$ cat src/rtl/nasti_mmio_bridge_pkg.sv
// Shared types and constants for the NASTI-to-MMIO register bridge.
//   state_e     : bridge FSM states
//   RESP_*      : AXI response encodings driven on b_resp / r_resp
//   DATA_W      : register data width
//   SIZE_32     : the only supported AxSIZE (4-byte beats)
package nasti_mmio_bridge_pkg;

  localparam int unsigned DATA_W      = 32;
  localparam logic [2:0]  SIZE_32     = 3'd2;
  localparam logic [1:0]  RESP_OKAY   = 2'b00;
  localparam logic [1:0]  RESP_SLVERR = 2'b10;

  typedef enum logic [2:0] {
    StIdle,
    StRdReq,
    StRdWait,
    StRdData,
    StWrData,
    StWrReq,
    StWrWait,
    StWrResp
  } state_e;

endpackage

$ cat src/rtl/nasti_mmio_bridge.sv
// NASTI (AXI3-style) slave to simple register-request bridge.
// Converts 32-bit INCR bursts from the Zynq GP master into one register request per beat,
// with a single transaction outstanding.
//
// Ports
//   clk, reset_n            : clock, asynchronous active-low reset
//   ar_* / aw_*             : read / write address channels (slave side)
//   w_*                     : write data channel
//   b_*                     : write response channel
//   r_*                     : read data channel
//   req_*                   : register request (req_addr is a word index)
//   resp_*                  : register response, always accepted
module nasti_mmio_bridge
  import nasti_mmio_bridge_pkg::*;
#(
  parameter int unsigned ADDR_W = 12,
  parameter int unsigned ID_W   = 12
) (
  input  logic              clk,
  input  logic              reset_n,

  input  logic              ar_valid,
  output logic              ar_ready,
  input  logic [31:0]       ar_addr,
  input  logic [ID_W-1:0]   ar_id,
  input  logic [7:0]        ar_len,
  input  logic [2:0]        ar_size,

  input  logic              aw_valid,
  output logic              aw_ready,
  input  logic [31:0]       aw_addr,
  input  logic [ID_W-1:0]   aw_id,
  input  logic [7:0]        aw_len,
  input  logic [2:0]        aw_size,

  input  logic              w_valid,
  output logic              w_ready,
  input  logic [31:0]       w_data,
  input  logic              w_last,

  output logic              b_valid,
  input  logic              b_ready,
  output logic [ID_W-1:0]   b_id,
  output logic [1:0]        b_resp,

  output logic              r_valid,
  input  logic              r_ready,
  output logic [31:0]       r_data,
  output logic [ID_W-1:0]   r_id,
  output logic              r_last,
  output logic [1:0]        r_resp,

  output logic              req_valid,
  input  logic              req_ready,
  output logic              req_wr,
  output logic [ADDR_W-1:0] req_addr,
  output logic [31:0]       req_wdata,

  input  logic              resp_valid,
  input  logic [31:0]       resp_rdata,
  input  logic              resp_err
);

  state_e              state_q, state_d;
  logic                last_wr_q, last_wr_d;   // last grant went to the write channel
  logic                granted_q, granted_d;   // any grant since reset
  logic [ID_W-1:0]     id_q, id_d;
  logic [7:0]          len_q, len_d;
  logic [ADDR_W-1:0]   addr_q, addr_d;
  logic [7:0]          beat_q, beat_d;
  logic                err_q, err_d;           // read: this beat; write: sticky
  logic                size_err_q, size_err_d;
  logic [DATA_W-1:0]   rdata_q, rdata_d;
  logic [DATA_W-1:0]   wdata_q, wdata_d;

  logic ar_grant, aw_grant;
  logic pick_wr, size_bad, final_beat;

  // Address bits outside the word index are ignored.
  logic unused_addr_bits;
  assign unused_addr_bits = ^{ar_addr[31:ADDR_W+2], ar_addr[1:0],
                              aw_addr[31:ADDR_W+2], aw_addr[1:0]};

  assign final_beat = (beat_q == len_q);

  always_comb begin
    state_d    = state_q;
    last_wr_d  = last_wr_q;
    granted_d  = granted_q;
    id_d       = id_q;
    len_d      = len_q;
    addr_d     = addr_q;
    beat_d     = beat_q;
    err_d      = err_q;
    size_err_d = size_err_q;
    rdata_d    = rdata_q;
    wdata_d    = wdata_q;
    ar_grant   = 1'b0;
    aw_grant   = 1'b0;
    pick_wr    = 1'b0;
    size_bad   = 1'b0;

    unique case (state_q)
      StIdle: begin
        // On a tie, alternate; the very first tie after reset goes to read.
        if (ar_valid && aw_valid) pick_wr = granted_q && !last_wr_q;
        else                      pick_wr = aw_valid;
        if (ar_valid || aw_valid) begin
          ar_grant   = !pick_wr;
          aw_grant   = pick_wr;
          size_bad   = pick_wr ? (aw_size != SIZE_32) : (ar_size != SIZE_32);
          last_wr_d  = pick_wr;
          granted_d  = 1'b1;
          id_d       = pick_wr ? aw_id : ar_id;
          len_d      = pick_wr ? aw_len : ar_len;
          addr_d     = pick_wr ? aw_addr[ADDR_W+1:2] : ar_addr[ADDR_W+1:2];
          beat_d     = 8'd0;
          err_d      = size_bad;
          size_err_d = size_bad;
          rdata_d    = '0;
          if (pick_wr)       state_d = StWrData;
          else if (size_bad) state_d = StRdData;
          else               state_d = StRdReq;
        end
      end

      StRdReq: begin
        if (req_ready) state_d = StRdWait;
      end

      StRdWait: begin
        if (resp_valid) begin
          rdata_d = resp_rdata;
          err_d   = resp_err;
          state_d = StRdData;
        end
      end

      StRdData: begin
        if (r_ready) begin
          if (final_beat) begin
            state_d = StIdle;
          end else begin
            beat_d  = beat_q + 8'd1;
            addr_d  = addr_q + ADDR_W'(1);
            // Unsupported size: keep producing zero/SLVERR beats without touching registers.
            state_d = size_err_q ? StRdData : StRdReq;
          end
        end
      end

      StWrData: begin
        if (w_valid) begin
          wdata_d = w_data;
          // aw_len governs the burst; any disagreement from w_last is flagged only.
          if (w_last != final_beat) err_d = 1'b1;
          if (!size_err_q) begin
            state_d = StWrReq;
          end else if (final_beat) begin
            state_d = StWrResp;
          end else begin
            beat_d = beat_q + 8'd1;
            addr_d = addr_q + ADDR_W'(1);
          end
        end
      end

      StWrReq: begin
        if (req_ready) state_d = StWrWait;
      end

      StWrWait: begin
        if (resp_valid) begin
          if (resp_err) err_d = 1'b1;
          if (final_beat) begin
            state_d = StWrResp;
          end else begin
            beat_d  = beat_q + 8'd1;
            addr_d  = addr_q + ADDR_W'(1);
            state_d = StWrData;
          end
        end
      end

      StWrResp: begin
        if (b_ready) state_d = StIdle;
      end

      default: state_d = StIdle;
    endcase
  end

  always_ff @(posedge clk or negedge reset_n) begin
    if (!reset_n) begin
      state_q    <= StIdle;
      last_wr_q  <= 1'b0;
      granted_q  <= 1'b0;
      id_q       <= '0;
      len_q      <= '0;
      addr_q     <= '0;
      beat_q     <= '0;
      err_q      <= 1'b0;
      size_err_q <= 1'b0;
      rdata_q    <= '0;
      wdata_q    <= '0;
    end else begin
      state_q    <= state_d;
      last_wr_q  <= last_wr_d;
      granted_q  <= granted_d;
      id_q       <= id_d;
      len_q      <= len_d;
      addr_q     <= addr_d;
      beat_q     <= beat_d;
      err_q      <= err_d;
      size_err_q <= size_err_d;
      rdata_q    <= rdata_d;
      wdata_q    <= wdata_d;
    end
  end

  // The state register sits in Idle during reset, so the grant decode alone would follow
  // ar_valid/aw_valid; gate it so the readies are low for the whole reset.
  assign ar_ready  = ar_grant & reset_n;
  assign aw_ready  = aw_grant & reset_n;

  assign w_ready   = (state_q == StWrData);
  assign req_valid = (state_q == StRdReq) || (state_q == StWrReq);
  assign req_wr    = (state_q == StWrReq);
  assign req_addr  = addr_q;
  assign req_wdata = wdata_q;

  assign r_valid   = (state_q == StRdData);
  assign r_data    = rdata_q;
  assign r_id      = id_q;
  assign r_last    = r_valid && final_beat;
  assign r_resp    = (r_valid && err_q) ? RESP_SLVERR : RESP_OKAY;

  assign b_valid   = (state_q == StWrResp);
  assign b_id      = id_q;
  assign b_resp    = (b_valid && err_q) ? RESP_SLVERR : RESP_OKAY;

endmodule

$ cat config.mk
export PLATFORM = sky130hd
export DESIGN_NAME = nasti_mmio_bridge
export DESIGN_NICKNAME = d
export VERILOG_FILES = /design/src/rtl/nasti_mmio_bridge_pkg.sv /design/src/rtl/nasti_mmio_bridge.sv
export SDC_FILE = /design/constraint.sdc
export NUM_CORES = 1
export LEC_CHECK = 0
export CAP_MARGIN = 40
export CORE_UTILIZATION = 39
export CTS_CLUSTER_DIAMETER = 150
export DETAILED_ROUTE_END_ITERATION = 16
export HOLD_SLACK_MARGIN = 0.15
export PLACE_DENSITY = 0.81
export SYNTH_ARGS = -nofsm -noshare
export SYNTH_HDL_FRONTEND = slang
export SYNTH_SLANG_ARGS = --single-unit
$ cat constraint.sdc
create_clock -name clk -period 1.96 [get_ports clk]
set_input_delay 0.49 -clock clk [delete_from_list [all_inputs] [get_ports clk]]
set_output_delay 0.49 -clock clk [all_outputs]
set_load 0.02 [all_outputs]
---- Yosys cells after proc, flatten, opt, wreduce, memory -nomap -nowiden ----
Index checks and enable logic that the tools add are counted.
Widths: inputs -> output; s select.
operators by class
  $add $sub $neg .......................... 2
  equal/unequal tests ..................... 23
  multiplexer cells ....................... 52
  bitwise logic cells ..................... 2
  reduce and logical (&&, ||, !) cells .... 19
operators with widths
  kind                   number
  $mux 12                8
  $mux 32                2
  $pmux 32 s2            1
  $mux 8                 7
  $pmux 12 s4            1
  $mux 3                 11
  $pmux 8 s4             1
  $pmux 3 s8             1
  $ne 2x2->1 const B     7
  $mux 1                 13
  $add 12x1->12 const B  1
  $eq 3x3->1 const B     4
  $mux 2                 6
  $ne 3x2->1 const B     3
  $reduce_and 9->1       1
  $add 8x1->8 const B    1
  $eq 8x8->1             1
  $ne 2x1->1 const B     4
  $reduce_bool 4->1      2
  $reduce_and 7->1       1
  $eq 3x2->1 const B     2
  $reduce_and 6->1       1
  $logic_and 1x1->1      5
  $pmux 1 s4             1
  other kinds (9)        13
word-level totals
  register bits ........................... 111
  input bits .............................. 185
  output and inout port bits .............. 112
  logic and storage cells ................. 109

---- Longest topological paths before layout ----
  depth in word-level cells ............... 9
  mapped depth ............................ 9
  depth with buffers taken out ............ 6

---- Least setup slack after synthesis ----
No wires, ideal clock.
  path type ............................... flip-flop to flip-flop
  from .................................... register state_q[0]
  to ...................................... register wdata_q[18], in the netlist req_wdata[18]
  setup time .............................. 0.125 ns
  data arrival time ....................... 1.927 ns
  data required time ...................... 1.835 ns
  setup slack ............................. -0.092 ns
  cell stages (with the launch flop) ...... 8
  buffers on the path ..................... 3
  period minus slack after synthesis ...... 2.052 ns
  path through ............................ dfrtp_1 > or2_1 > buf_2 > nor2_1 > and2_1 > buf_2 > buf_2 > mux2_2
between the ends
  word-level cells in the longest chain between the ends .. 2
ends and longest elaborated chain
  what                        RTL line                  text
  start: declaration          nasti_mmio_bridge.sv:64   state_e state_q, state_d;
  start signal: assignment    nasti_mmio_bridge.sv:195  state_q <= StIdle;
  start signal: assignment    nasti_mmio_bridge.sv:207  state_q <= state_d;
  $eq 3x3->1                  --
  net w_ready                 nasti_mmio_bridge.sv:37   output logic w_ready,
  $reduce_and 2->1 (no line)  --
  end signal: assignment      nasti_mmio_bridge.sv:217  wdata_q <= wdata_d;
  end: declaration            nasti_mmio_bridge.sv:74   logic [DATA_W-1:0] wdata_q, wdata_d;
The timed path passes the listed nets, and every way through them passes these cells.
A chain may end at the register's enable or synchronous reset.

---- Final worst setup path ----
  from .................................... register state_q[1]
  to ...................................... output ar_ready
between the ends
  word-level cells in the longest chain between the ends .. 3
ends and longest elaborated chain
  what              RTL line                  text
  $logic_not 3->1   nasti_mmio_bridge.sv:103  unique case (state_q)
  $mux 1            nasti_mmio_bridge.sv:103
  $and 1x1->1       nasti_mmio_bridge.sv:223  assign ar_ready = ar_grant & reset_n;
  end: declaration  nasti_mmio_bridge.sv:23   output logic ar_ready,
No other way between the ends.

==> flow_metrics.tcl <==
set metrics [dict create \
    final_cells 1033 \
    n_antenna_cell 0 \
    power.leakage_nw 3.977 \
    synth_ff_type "dfrtp_1" \
    clock_skew_ns 0.006766 \
    grt_pass1_wl_um 27280 \
    syn2layout_area_growth_pct 73.43 \
    hpwl_um 11890 \
    ant_nets 0 \
    period_minus_slack_ns 2.134 \
    antenna_found_initial 0 \
    cp_data_arrival_time_ns 1.64 \
    viasPerCell 5.210 \
    vias 5382 \
    port_buffers 254 \
    placed_cells 985 \
    core-area_mm2 0.01330 \
    start_util 0.4024 \
    place_congestion 0.8862 \
    r2r-start "state_q[1]$_DFFE_PN0P_" \
    die_w_um 119.1 \
    nFillCells 965 \
    synth_cell_type_count 60 \
    maxSlewViolCount 0 \
    status "finished, violations left" \
    hold_viol_final 0 \
    syn_avg_cell_area_um2 9.728 \
    die_height_um 119.1 \
    yosysWarnings 0 \
    grt_overflow 0 \
    async_flop_share 1.000 \
    grt_max_degree 112 \
    cts_tree "yes" \
    worstSetupStartpoint "state_q[1]$_DFFE_PN0P_" \
    total_power_w 0.01429 \
    synth_edf_count 0 \
    rows 42 \
    place_area_mm2 0.008396 \
    tightest_slew_ns 0.5953 \
    crit_type "register to output pin" \
    ys_ff_latch 111 \
    yosysSeqAreaShare 0.5192 \
    grt_pass1_vias 5507 \
    rsz0062_at_grt "yes" \
    routedWlPerCell_um 16.76 \
    dr.pass1.iters 5 \
    finalInstanceArea_mm2 0.009279 \
    clock_latency_ns 0.34 \
    numCtsBuffers 9 \
    grtUsageTotal 0.2446 \
    htreeDepth 3 \
    die_area_mm2 0.01419 \
    critical_path.max_fanout 4 \
    relSlewSlack 0.6031 \
    post-route-period-util 1.089 \
    netlist_area_mm2 0.005350 \
    worstPathRequired_ns 1.47 \
    end_kind "output pin" \
    io_pins 297 \
    drive_gt1_frac 0.2159 \
    failed_checks "negative setup slack" \
    post-place-ws_ns -0.4976 \
    clockBufferDepth 2 \
    clock_sinks 111 \
    syn-instance-count 550 \
    drtIter0Drc 318 \
    powerDensity_mw_per_mm2 1540 \
    hold_path_class "input port to async pin" \
    cap_violations 0 \
    max_freq_mhz 468.7 \
    setup_viol 21 \
    timing.final.ws_setup_ns -0.1737 \
    drc 0 \
    path_clk_slew_ns 0.07 \
    irDropWorstVdd_uv 800.8 \
    clockRootBuffer "clkbuf_16" \
    wl_um 17320 \
    start_kind "register" \
    nets 1039 \
]
==> critical path, stage by stage (launching register included) <==
cell and delay (ns):
dfrtp_2 0.44, or2_4 0.29, buf_6 0.13, nor3_4 0.12, and3_4 0.20, buf_6 0.12
==> cells in the final DEF, fill, tap and decap left out, types with 3 or more instances in the layout <==
cell type / count
nor2_1: 13
nand2b_1: 3
dfrtp_1: 109
mux2_1: 9
inv_1: 6
dlygate4sd2_1: 3
buf_4: 62
nand2_1: 127
o21ai_1: 6
nor2_4: 5
a31oi_1: 7
xnor2_1: 8
mux2_2: 22
buf_2: 3
o21ai_0: 36
or3_1: 6
o21ai_2: 5
nor3_4: 3
a21oi_2: 7
o21a_1: 3
buf_6: 19
dlymetal6s2s_1: 5
mux2_4: 3
buf_12: 8
a22oi_1: 20
or3_4: 3
nand4_1: 8
mux2i_1: 4
a21oi_1: 10
and3_1: 5
clkdlybuf4s50_1: 235
nand3_1: 7
clkbuf_16: 10
o22a_1: 9
==> final cells by class <==
cell class / count / area (um^2) / share of cell area
Clock buffer: 13 / 260.3 / 0.02805
Clock inverter: 3 / 50.05 / 0.005394
Inverter: 8 / 33.78 / 0.003641
Multi-Input combinational cell: 383 / 2554 / 0.2752
Tap cell: 176 / 220.2 / 0.02373
Timing Repair Buffer: 339 / 3381 / 0.3643
Sequential cell: 111 / 2780 / 0.2996
==> cell usage after synthesis, types with 2 or more instances <==
| cell | count | area [um^2] |
|---|---|---|
| a311oi_1 | 2 | 17.52 |
| o2bb2ai_1 | 2 | 17.52 |
| a21boi_0 | 2 | 15.01 |
| o21ai_0 | 42 | 210.2 |
| dfrtp_1 | 111 | 2778 |
| a31oi_1 | 8 | 50.05 |
| mux2_1 | 12 | 135.1 |
| nand2b_1 | 4 | 25.02 |
| buf_1 | 3 | 11.26 |
| mux2_2 | 22 | 247.7 |
| o21ai_1 | 7 | 35.03 |
| mux2i_1 | 4 | 40.04 |
| nor2_1 | 20 | 75.07 |
| a21oi_1 | 16 | 80.08 |
| or3b_1 | 2 | 17.52 |
| a21o_1 | 2 | 15.01 |
| clkbuf_1 | 18 | 67.56 |
| ha_1 | 2 | 25.02 |
| or3_1 | 9 | 56.30 |
| buf_4 | 15 | 112.6 |
| and2_1 | 2 | 12.51 |
| o21a_1 | 3 | 22.52 |
| nor3_1 | 6 | 30.03 |
| nor4b_1 | 2 | 17.52 |
| buf_2 | 13 | 65.06 |
| inv_1 | 7 | 26.28 |
| nand2_1 | 127 | 476.7 |
| a22oi_1 | 21 | 157.7 |
| xnor2_1 | 8 | 70.07 |
| nand3_1 | 7 | 35.03 |
| nand4_1 | 8 | 50.05 |
| o22a_1 | 9 | 78.83 |
| and3_1 | 6 | 37.54 |
| or3b_2 | 2 | 17.52 |
==> per-layer routing <==
metal	wire length, um	global-route usage	up-vias
met5	0	0	-
met4	329	0.09494	0
met3	1397	0.06992	23
met2	8926	0.4259	236
met1	6662	0.2826	2612
li1	-	-	2511
==> what timing repair did <==
item / in CTS / in global routing
pin swaps: 23 / 20
gates cloned: 4 / 1
setup buffers: 27 / 6
hold buffers: 0 / 0
endpoints found under the setup margin: 65 / 52
gates resized for setup: 83 / 47
==> where the power goes <==
| group | internal, W | leakage, nW | switching [W] | total [W] |
|---|---|---|---|---|
| logic | 0.00428 | 2.44 | 0.00410 | 0.00838 |
| clock network | 0.00107 | 0.152 | 0.000825 | 0.00190 |
| registers | 0.00330 | 1.38 | 0.000708 | 0.00401 |
==> sequential cells by signal, indices dropped and copies added, names as in the netlist <==
signal	flops
last_wr_q	1
req_wdata	32
b_id	12
state_q	3
granted_q	1
r_data	32
beat_q	8
req_addr	12
err_q	1
size_err_q	1
len_q	8
==> worst paths after layout <==
check,end,slack (ns),depth (start not counted)
max,ar_ready,-0.17,5
min,err_q$_DFFE_PN0P_,0.38,3
max reg2reg,beat_q[3]$_DFFE_PN0P_,-0.14,7
min reg2reg,granted_q$_DFFE_PN0P_,0.46,1
max in group asynchronous,req_wdata[12]$_DFFE_PN0P_,1.12,3
min in group clk,granted_q$_DFFE_PN0P_,0.46,1
==> cells by family (layout without fill, tap and decap cells) <==
| kind of cell | after synthesis | count (layout) | share of synthesized area |
|---|---|---|---|
| AO/OA/AOI/OAI | 128 | 128 | 0.1565 |
| XOR/XNOR | 9 | 9 | 0.01473 |
| adder cells (fa/ha/maj) | 2 | 2 | 0.004677 |
| buffers and inverters | 57 | 363 | 0.05355 |
| flip-flops | 111 | 111 | 0.5192 |
| multiplexers | 38 | 38 | 0.07905 |
| other | 1 | 2 | 0.0007009 |
| AND/OR/NAND/NOR | 204 | 204 | 0.1717 |
==> metrics by stage <==
step / setup TNS (ns) / hold WS [ns] / utilization
final: -1.802 / 0.3771 / 0.6979
after global routing: -4.035 / 0.4431 / 0.6979
after CTS: -1.482 / 0.4071 / 0.6885
after detailed placement: -19.63 / 0.4449 / 0.6315
after global placement: -17.13 / 0.4412 / 0.6315
after floorplan: 0 / 0.1944 / -
Power figures use the tool's default switching activity.
